<file path="src/rtl/alu_scan_pkg.sv">
//------------------------------------------------------------------------------
// Module   : alu_scan_pkg
// Brief    : Mode encodings and active-low seven-segment glyphs for alu_scan_system.
// Revision : 1.0
//------------------------------------------------------------------------------
`default_nettype none

package alu_scan_pkg;

    localparam logic [3:0] MODE_ADD = 4'd0;
    localparam logic [3:0] MODE_SUB = 4'd1;
    localparam logic [3:0] MODE_MUL = 4'd2;
    localparam logic [3:0] MODE_AND = 4'd3;
    localparam logic [3:0] MODE_OR  = 4'd4;
    localparam logic [3:0] MODE_XOR = 4'd5;
    localparam logic [3:0] MODE_ACC = 4'd6;
    localparam logic [3:0] MODE_INC = 4'd7;
    localparam logic [3:0] MODE_SHL = 4'd8;
    localparam logic [3:0] MODE_SHR = 4'd9;

    localparam logic [6:0] SEG_BLANK = 7'b1111111;

    // Bit order is {A,B,C,D,E,F,G}; a 0 lights the segment.
    function automatic logic [6:0] hex_to_seg(input logic [3:0] nib);
        logic [6:0] glyph;
        case (nib)
            4'h0:    glyph = 7'b0000001;
            4'h1:    glyph = 7'b1001111;
            4'h2:    glyph = 7'b0010010;
            4'h3:    glyph = 7'b0000110;
            4'h4:    glyph = 7'b1001100;
            4'h5:    glyph = 7'b0100100;
            4'h6:    glyph = 7'b0100000;
            4'h7:    glyph = 7'b0001111;
            4'h8:    glyph = 7'b0000000;
            4'h9:    glyph = 7'b0000100;
            4'hA:    glyph = 7'b0001000;
            4'hB:    glyph = 7'b1100000;
            4'hC:    glyph = 7'b0110001;
            4'hD:    glyph = 7'b1000010;
            4'hE:    glyph = 7'b0110000;
            default: glyph = 7'b0111000;
        endcase
        return glyph;
    endfunction

endpackage

`default_nettype wire

</file>
<file path="src/rtl/btn_debounce.sv">
//------------------------------------------------------------------------------
// Module   : btn_debounce
// Brief    : Two-flop synchroniser, stability counter and rising-edge pulse.
// Revision : 1.0
//------------------------------------------------------------------------------
`default_nettype none

module btn_debounce #(
    parameter int DB_CYCLES = 1000000
) (
    input  logic clk,
    input  logic rst,
    input  logic i_btn,
    output logic o_pulse
);

    localparam int                c_cnt_w    = (DB_CYCLES > 1) ? $clog2(DB_CYCLES) : 1;
    localparam logic [c_cnt_w-1:0] c_cnt_last = c_cnt_w'(DB_CYCLES - 1);

    logic               r_sync1;
    logic               r_sync2;
    logic               r_stable;
    logic               r_pulse;
    logic [c_cnt_w-1:0] r_cnt;

    always_ff @(posedge clk or posedge rst) begin
        if (rst) begin
            r_sync1  <= 1'b0;
            r_sync2  <= 1'b0;
            r_stable <= 1'b0;
            r_pulse  <= 1'b0;
            r_cnt    <= '0;
        end else begin
            r_sync1 <= i_btn;
            r_sync2 <= r_sync1;
            r_pulse <= 1'b0;
            if (r_sync2 == r_stable) begin
                r_cnt <= '0;
            end else if (r_cnt == c_cnt_last) begin
                // Only a press is reported; an accepted release stays silent.
                r_stable <= r_sync2;
                r_pulse  <= r_sync2;
                r_cnt    <= '0;
            end else begin
                r_cnt <= r_cnt + c_cnt_w'(1);
            end
        end
    end

    assign o_pulse = r_pulse;

endmodule

`default_nettype wire

</file>
<file path="src/rtl/alu_scan_system.sv">
//------------------------------------------------------------------------------
// Module   : alu_scan_system
// Brief    : Button-stepped registered ALU with a multiplexed hex display.
// Revision : 1.0
//------------------------------------------------------------------------------
`default_nettype none

module alu_scan_system #(
    parameter int WIDTH     = 6,
    parameter int DIGITS    = 8,
    parameter int SCAN_DIV  = 100000,
    parameter int DB_CYCLES = 1000000
) (
    input  logic                 clk,
    input  logic                 reset,
    input  logic [WIDTH-1:0]     a,
    input  logic [WIDTH-1:0]     b,
    input  logic [3:0]           mode,
    input  logic                 inc,
    output logic [2*WIDTH-1:0]   result,
    output logic [DIGITS-1:0]    anode,
    output logic [6:0]           seg
);

    import alu_scan_pkg::*;

    localparam int                  RW          = 2 * WIDTH;
    localparam int                  c_idx_w     = (DIGITS > 1) ? $clog2(DIGITS) : 1;
    localparam int                  c_scan_w    = $clog2(SCAN_DIV);
    localparam logic [c_idx_w-1:0]  c_idx_last  = c_idx_w'(DIGITS - 1);
    localparam logic [c_scan_w-1:0] c_scan_last = c_scan_w'(SCAN_DIV - 1);
    localparam logic [DIGITS-1:0]   c_one_hot0  = DIGITS'(1);

    logic                r_go_unused_guard;
    logic                w_go;
    logic [RW-1:0]       r_result;
    logic [RW-1:0]       w_a_ext;
    logic [RW-1:0]       w_b_ext;
    logic [RW-1:0]       w_alu;
    logic [c_scan_w-1:0] r_scan_cnt;
    logic [c_idx_w-1:0]  r_idx;
    logic [c_idx_w-1:0]  w_next_idx;
    logic                w_tick;
    logic [DIGITS-1:0]   r_anode;
    logic [6:0]          r_seg;
    logic [6:0]          w_glyph [DIGITS];

    btn_debounce #(
        .DB_CYCLES (DB_CYCLES)
    ) u_debounce (
        .clk     (clk),
        .rst     (reset),
        .i_btn   (inc),
        .o_pulse (w_go)
    );

    assign w_a_ext = {{WIDTH{1'b0}}, a};
    assign w_b_ext = {{WIDTH{1'b0}}, b};

    always_comb begin
        w_alu = r_result;
        case (mode)
            MODE_ADD: w_alu = w_a_ext + w_b_ext;
            MODE_SUB: w_alu = w_a_ext - w_b_ext;
            MODE_MUL: w_alu = w_a_ext * w_b_ext;
            MODE_AND: w_alu = w_a_ext & w_b_ext;
            MODE_OR:  w_alu = w_a_ext | w_b_ext;
            MODE_XOR: w_alu = w_a_ext ^ w_b_ext;
            MODE_ACC: w_alu = r_result + w_a_ext;
            MODE_INC: w_alu = r_result + RW'(1);
            MODE_SHL: w_alu = w_a_ext << b[2:0];
            MODE_SHR: w_alu = w_a_ext >> b[2:0];
            default:  w_alu = r_result;
        endcase
    end

    assign w_tick     = (r_scan_cnt == c_scan_last);
    assign w_next_idx = !w_tick ? r_idx :
                        (r_idx == c_idx_last) ? '0 : r_idx + c_idx_w'(1);

    // Glyphs are built from the current result, so a digit refreshed in the
    // same cycle as an ALU update still shows the old value for one cycle.
    for (genvar d = 0; d < DIGITS; d++) begin : g_digit
        if (4 * d + 4 <= RW) begin : g_full
            assign w_glyph[d] = hex_to_seg(r_result[4*d +: 4]);
        end else if (4 * d < RW) begin : g_part
            assign w_glyph[d] = hex_to_seg({{(4*d+4-RW){1'b0}}, r_result[RW-1:4*d]});
        end else begin : g_blank
            assign w_glyph[d] = SEG_BLANK;
        end
    end

    always_ff @(posedge clk or posedge reset) begin
        if (reset) begin
            r_result   <= '0;
            r_scan_cnt <= '0;
            r_idx      <= '0;
            r_anode    <= ~c_one_hot0;
            r_seg      <= hex_to_seg(4'h0);
        end else begin
            if (w_go) begin
                r_result <= w_alu;
            end
            r_scan_cnt <= w_tick ? '0 : r_scan_cnt + c_scan_w'(1);
            r_idx      <= w_next_idx;
            r_anode    <= ~(c_one_hot0 << w_next_idx);
            r_seg      <= w_glyph[w_next_idx];
        end
    end

    assign r_go_unused_guard = 1'b0;
    assign result = r_result;
    assign anode  = r_anode;
    assign seg    = r_seg;

endmodule

`default_nettype wire
</file>
<file path="config.mk">
export PLATFORM = sky130hd
export DESIGN_NAME = alu_scan_system
export DESIGN_NICKNAME = d
export VERILOG_FILES = /design/src/rtl/alu_scan_pkg.sv /design/src/rtl/btn_debounce.sv /design/src/rtl/alu_scan_system.sv
export SDC_FILE = /design/constraint.sdc
export NUM_CORES = 1
export LEC_CHECK = 0
export BUFFER_PORTS_ARGS = -buffer_cell sky130_fd_sc_hd__buf_4
export CAP_MARGIN = 20
export CORE_MARGIN = 5
export CORE_UTILIZATION = 50
export CTS_CLUSTER_SIZE = 16
export DETAILED_ROUTE_END_ITERATION = 10
export GPL_ROUTABILITY_DRIVEN = 0
export PLACE_DENSITY_LB_ADDON = 0.15
export SLEW_MARGIN = 5
export SYNTH_ARGS = -nofsm -noshare
export SYNTH_HDL_FRONTEND = slang
export SYNTH_SLANG_ARGS = --single-unit
</file>
<file path="constraint.sdc">
create_clock -name clk -period 3.3 [get_ports clk]
set_input_delay 0.165 -clock clk [delete_from_list [all_inputs] [get_ports clk]]
set_output_delay 0.165 -clock clk [all_outputs]
set_load 0.02 [all_outputs]
</file>
==> results.sh, run 1 <==
export IMPL_area_delta_synth_final_pct=17.8
export IMPL_path_cells="buf_4, ha_2, fa_1, fa_1, inv_1, fa_1, inv_1, ha_4, o21ai_2, o21bai_1, or3_1, a31oi_1, xnor2_1, a211o_1"
export IMPL_core_area_um2=13300
export IMPL_grtUsageTotal_pct=22.7
export IMPL_synth_ff_type="dfrtp_1"
export IMPL_syn_avg_cell_area_um2=8.31
export IMPL_slew_viol_final=0
export IMPL_dpl_cell_count=1050
export IMPL_dieArea_um2=16000
export IMPL_via_per_inst=5.87
export IMPL_p_comb_share_pct=28.6
export IMPL_clock_root_buffer="clkbuf_16"
export IMPL_drive_gt1_share_pct=18.8
export IMPL_place_hpwl_um=13700
export IMPL_ant_nets=0
export IMPL_timing_worst_setup_path_type="input pin to flop"
export IMPL_num_antenna_cells=0
export IMPL_whs_ns=0.0319
export IMPL_fin_crit_sh_pct=96.5
export IMPL_rows=42
export IMPL_netlist_cell_type_count=73
export IMPL_clock_path_buffers=2
export IMPL_clock_skew_ns=0.00821
export IMPL_p_switching_uw=804
export IMPL_drt_iter0_drc=642
export IMPL_layout_commonest_cell="buf_4"
export IMPL_layout_common_cells="buf_4, nor2_1, dfrtp_1, nand2_1, ha_1"
export IMPL_powerDensity_nw_per_um2=328
export IMPL_grt_max_degree=44
export IMPL_clk_latency_ns=0.35
export IMPL_rsz0062_at_grt="true"
export IMPL_nNetsFinal=993
export IMPL_status="complete, no violations"
export IMPL_timing_rr_start="r_scan_cnt[12]$_DFF_PP0_"
export IMPL_pwr_share_clk_pct=38.0
export IMPL_die_w_um=127
export IMPL_drt_wirelength_per_cell_um=16.7
export IMPL_port_buffers=45
export IMPL_cap_violations=0
export IMPL_cts_sinks=71
export IMPL_routed_wl_um=17800
export IMPL_tns_ns=0
export IMPL_synth_nets=924
export IMPL_final_cells=1068
export IMPL_route_vias_total=6270
export IMPL_synthCells=818
export IMPL_holdCritPathClass="input pin to asynchronous set/reset pin"
export IMPL_start_util_pct=51.1
export IMPL_antenna_found_initial=0
export IMPL_grt_pass1_wl_um=30300
export IMPL_cp_slowest_stage_delay_ns=0.55
export IMPL_worstPathMaxFanout=3
export IMPL_grt_overflow=0
export IMPL_cts_buffers=9
export IMPL_final_core_util_pct=60.3
export IMPL_reg2reg_slack_ns=0.42
export IMPL_endpoint_kind="flop"
export IMPL_seq_area_frac_synth_pct=26.3
export IMPL_reg2reg_depth=7
export IMPL_setup_viol=0
export IMPL_cp_slowest_cell="fa_1"
export IMPL_max_vdd_ir_drop_mv=0.250
export IMPL_grt_pass1_vias=6131
export IMPL_synth_area_um2=6800
export IMPL_n_fill_cell=1196
export IMPL_synth_edff_count=0
export IMPL_r2r_end="seg[0]$_DFF_PP1_"
export IMPL_finalHoldViolations=0
export IMPL_p_int_mw=1.83
export IMPL_h_tree_depth=3
export IMPL_cts_tree="built"
export IMPL_seqPwrFrac_pct=33.4
export IMPL_max_slew_margin_rel_pct=38.4
export IMPL_io_pins=46
export IMPL_crit_top_cell="fa_1"
export IMPL_p_leak_nw=3.65
export IMPL_tightest_slew_ns=0.922
export IMPL_worstSetupStartpointType="input pin"
export IMPL_drc=0
export IMPL_finalCriticalPeriod_ns=3.19
export IMPL_fmax_ghz=0.314
export IMPL_synth_seq_cells=71
export IMPL_synthArstFlopShare_pct=100
export IMPL_worstPathRequired_ns=3.53
export IMPL_firstDrtPassIters=6
export IMPL_yosysWarnings=0
export IMPL_fp_dieH_um=127
export IMPL_path_clk_slew_ns=0.06
export IMPL_switching_share_pct=30.6
export IMPL_cp_arrival_ns=3.42
[routing by layer]
| metal | track usage [%] | vias to the layer above | wire length (um) |
|---|---|---|---|
| li1 | - | 3014 | - |
| met4 | 8.14 | 0 | 397 |
| met5 | 0 | - | 0 |
| met2 | 36.7 | 202 | 8520 |
| met3 | 3.11 | 35 | 939 |
| met1 | 31.1 | 3019 | 7970 |
[how the worst max path moves through the flow]
stage,startpoint,endpoint,slack (ns),cells after the start
2_1_floorplan,a[3],result[11]$_DFFE_PP0P_,-0.14,15
3_3_place_gp,a[3],result[10]$_DFFE_PP0P_,-0.26,14
3_5_place_dp,a[3],result[10]$_DFFE_PP0P_,-0.35,14
4_1_cts,a[3],result[10]$_DFFE_PP0P_,0.01,14
5_1_grt,a[3],result[10]$_DFFE_PP0P_,-0.008,16
6_report,a[3],result[10]$_DFFE_PP0P_,0.11,14
[per-stage QoR]
stage / setup WS, ns / power, mW / area (um2)
floorplan: -0.137 / 1.39 / 6930
detailed placement: -0.354 / 1.61 / 7660
global placement: -0.256 / 1.60 / 7660
finish: 0.115 / 2.63 / 8010
global route: -0.00812 / 2.77 / 8010
CTS: 0.0104 / 2.62 / 7980
[worst max-delay path: cells and delay by family]
family / cells / cell delay, ns
and+or+nand+nor: 1 / 0.31
AOI/OAI and AO/OA: 4 / 0.61
xor gates and xnor gates: 1 / 0.11
adders and majority gates: 5 / 1.98
buffers and inverters: 3 / 0.23
[state kept, by name, summed over array words and instances (netlist names)]
signal	flops
r_scan_cnt	17
result	12
u_debounce.r_cnt	20
u_debounce.r_stable	1
r_idx	3
u_debounce.o_pulse	1
seg	7
u_debounce.r_sync2	1
u_debounce.r_sync1	1
anode	8
[cells by family (layout without fill, tap and decap cells)]
| kind of cell | Yosys count | in the layout | synth area share [%] |
|---|---|---|---|
| buffers and inverters | 112 | 186 | 6.62 |
| adders and majority gates | 87 | 87 | 18.2 |
| xor gates and xnor gates | 47 | 47 | 6.05 |
| AOI/OAI and AO/OA | 204 | 204 | 18.6 |
| muxes | 27 | 27 | 4.86 |
| DFF | 71 | 71 | 26.3 |
| and+or+nand+nor | 270 | 270 | 19.4 |
[power by group through the flow]
stage	clock (mW)	sequential (mW)	combinational (mW)
after floorplan	0	0.894	0.499
after global placement	0	0.894	0.702
after detailed placement	0	0.895	0.720
after CTS	1.02	0.879	0.727
after global routing	1.05	0.879	0.837
final	0.999	0.879	0.752
[cells in the mapped netlist (3+ instances only)]
cell type	n	share of area (%)
nor2_1	86	4.7
ha_1	67	12
inv_1	66	3.6
nand2_1	64	3.5
dfrtp_1	63	23
a21oi_1	57	4.2
o21ai_0	57	4.2
clkbuf_1	36	2.0
nand3_1	26	1.9
xnor2_1	24	3.1
xor2_1	23	3.0
fa_1	20	5.9
nor3_1	20	1.5
mux2i_1	17	2.5
nor2b_1	11	1.0
o211ai_1	11	1.2
nand4_1	9	0.83
a211oi_1	8	0.88
a31oi_1	8	0.74
dfstp_2	8	3.1
nand2b_1	8	0.74
or3_1	8	0.74
and2_1	7	0.64
and3_1	7	0.64
a21o_1	6	0.66
o21a_1	6	0.66
o21ai_1	6	0.44
mux2_2	5	0.83
o21bai_1	5	0.55
o22ai_1	5	0.46
mux4_2	4	1.3
o211a_1	4	0.59
o31ai_1	4	0.44
buf_6	3	0.50
nand3b_1	3	0.33
nor3b_1	3	0.33
nor4_1	3	0.28
o311ai_0	3	0.39
o41ai_1	3	0.39
[repair_timing]
item                       in CTS  in global routing
hold endpoints to repair        1                  0
gates resized for setup         0                 12
hold buffers                    1                  0
setup buffers                   0                  1
setup endpoints to repair       0                  2
[layout make-up]
type                       instances  area [um2]  area share, %
clock buffer                      10         239           2.98
tap                              176         220           2.75
timing repair buffer             101         761           9.49
inverter                          69         269           3.36
clock inverter                     6        70.1          0.874
sequential                        71        1790           22.3
multi-input combinational        635        4670           58.3
Power figures use the tool's default switching activity.
==> run 2: changes to the inputs <==
--- a/config.mk
+++ b/config.mk
@@ -9,6 +9,7 @@
 export CAP_MARGIN = 20
 export CORE_MARGIN = 5
 export CORE_UTILIZATION = 50
+export CTS_BUF_LIST = sky130_fd_sc_hd__clkbuf_4
 export CTS_CLUSTER_SIZE = 16
 export DETAILED_ROUTE_END_ITERATION = 10
 export GPL_ROUTABILITY_DRIVEN = 0
==> results.sh, run 2 (synthesis gave the netlist of run 1 again) <==
export IMPL_status="complete, no violations"
export IMPL_setup_slack_ns=0.147
export IMPL_firstDrtPassIters=6
export IMPL_port_buffers=45
export IMPL_rows=42
export IMPL_dieArea_um2=16000
export IMPL_final_cells=1069
export IMPL_drive_gt1_share_pct=17.3
export IMPL_drc=0
export IMPL_fin_crit_sh_pct=95.5
export IMPL_path_cells="buf_4, ha_1, fa_1, fa_1, inv_1, fa_1, inv_1, ha_4, o21ai_1, o21bai_1, or3_1, a31oi_1, xnor2_1, a211o_1"
export IMPL_path_clk_slew_ns=0.12
export IMPL_grt_pass1_vias=6060
export IMPL_n_fill_cell=1226
export IMPL_start_util_pct=51.1
export IMPL_routed_wl_um=17700
export IMPL_cts_sinks=71
export IMPL_worstPathRequired_ns=3.65
export IMPL_finalHoldViolations=0
export IMPL_drt_iter0_drc=604
export IMPL_cts_resized_gates=0
export IMPL_die_w_um=127
export IMPL_cts_buffers=9
export IMPL_setup_viol=0
export IMPL_antenna_found_initial=1
export IMPL_layout_commonest_cell="buf_4"
export IMPL_dpl_cell_count=1050
export IMPL_worstPathMaxFanout=3
export IMPL_clock_skew_ns=0.0154
export IMPL_cp_slowest_cell="fa_1"
export IMPL_largest_reg_flops=20
export IMPL_io_pins=46
export IMPL_power_total_mw=2.18
export IMPL_worstSetupStartpointType="input pin"
export IMPL_rsz0062_at_grt="false"
export IMPL_slew_viol_final=0
export IMPL_nNetsFinal=993
export IMPL_core_area_um2=13300
export IMPL_multi_input_area_um2=4640
export IMPL_clock_root_buffer="clkbuf_4"
export IMPL_layout_common_cells="buf_4, nor2_1, ha_1"
export IMPL_area_delta_synth_final_pct=15.0
export IMPL_place_hpwl_um=13700
export IMPL_endpoint_kind="flop"
export IMPL_cap_violations=0
export IMPL_max_vdd_ir_drop_mv=0.147
export IMPL_holdCritPathClass="input pin to flop"
export IMPL_grtUsageTotal_pct=22.4
export IMPL_via_per_inst=5.83
export IMPL_ant_nets=0
export IMPL_clk_latency_ns=0.45
export IMPL_seqCellArea_um2=1790
export IMPL_drt_wirelength_per_cell_um=16.6
export IMPL_powerDensity_nw_per_um2=279
export IMPL_pre_cts_ws_ns=-0.354
export IMPL_grt_overflow=0
export IMPL_crit_top_cell="fa_1"
export IMPL_fp_dieH_um=127
export IMPL_h_tree_depth=3
export IMPL_regMostFlops="u_debounce.r_cnt"
export IMPL_cp_arrival_ns=3.50
export IMPL_grt_pass1_wl_um=30000
export IMPL_route_vias_total=6228
export IMPL_cts_tree="built"
export IMPL_tightest_slew_ns=0.918
export IMPL_cp_slowest_stage_delay_ns=0.55
export IMPL_timing_worst_setup_path_type="input pin to flop"
export IMPL_clock_path_buffers=2
export IMPL_max_slew_margin_rel_pct=38.7
export IMPL_finalCriticalPeriod_ns=3.15
export IMPL_p_leak_nw=3.58
export IMPL_grt_max_degree=44
export IMPL_fmax_ghz=0.317
run 2: report_power, final:
group | total (mW) | switching, mW | internal, mW
Sequential | 0.878 | 0.00392 | 0.875
Combinational | 0.730 | 0.400 | 0.330
Clock | 0.573 | 0.344 | 0.230
run 2: routing by layer:
metal / up-vias / track usage [%] / part of all wire [%]
met2: 184 / 36.6 / 47
met4: 0 / 7.07 / 2.1
li1: 3002 / - / -
met5: - / 0 / 0
met1: 3015 / 31.0 / 45
met3: 27 / 2.77 / 5.0
run 2: path summary, 6_finish.rpt:
check / slack, ns / from / cells past startpoint / endpoint
worst max-delay path: 0.15 / a[3] / 14 / result[10]$_DFFE_PP0P_
worst min-delay path: 0.21 / mode[2] / 3 / result[1]$_DFFE_PP0P_
worst max register to register: 0.39 / r_scan_cnt[6]$_DFF_PP0_ / 7 / seg[0]$_DFF_PP1_
worst min register to register: 0.37 / u_debounce.r_sync1$_DFF_PP0_ / 0 / u_debounce.r_sync2$_DFF_PP0_
max in group asynchronous: 1.88 / reset / 4 / anode[6]$_DFF_PP1_
min in group asynchronous: 0.47 / reset / 3 / u_debounce.r_cnt[16]$_DFF_PP0_
run 2: critical path: cells and delay by family:
kind / cells / cell delay (ns)
simple gates: 1 / 0.32
buf+inv: 3 / 0.23
xor+xnor: 1 / 0.10
fa+ha+maj: 5 / 2.07
compound gates: 4 / 0.62
run 2: final cells by class:
cell class	instances	area share, %
Tap cell	176	2.82
Inverter	69	3.44
Clock inverter	7	0.944
Clock buffer	9	0.864
Timing Repair Buffer	101	9.76
Sequential cell	71	22.8
Antenna cell	1	0.0320
Multi-Input combinational cell	635	59.3
run 2: stage by stage:
stage                     instance area, um2  TNS [ns]  utilization, %  hold slack [ns]
final                                   7820         0            58.8            0.210
after global routing                    7820         0            58.8            0.226
after CTS                               7820         0            58.8            0.157
after detailed placement                7660     -1.05            57.6            0.276
after global placement                  7660    -0.688            57.6            0.275
after floorplan                         6930    -0.266               -            0.196
run 2: what timing repair did:
action,CTS,global route
endpoints found under the hold margin,42,0
setup buffers,0,0
hold buffers,2,0
setup endpoints to repair,0,0
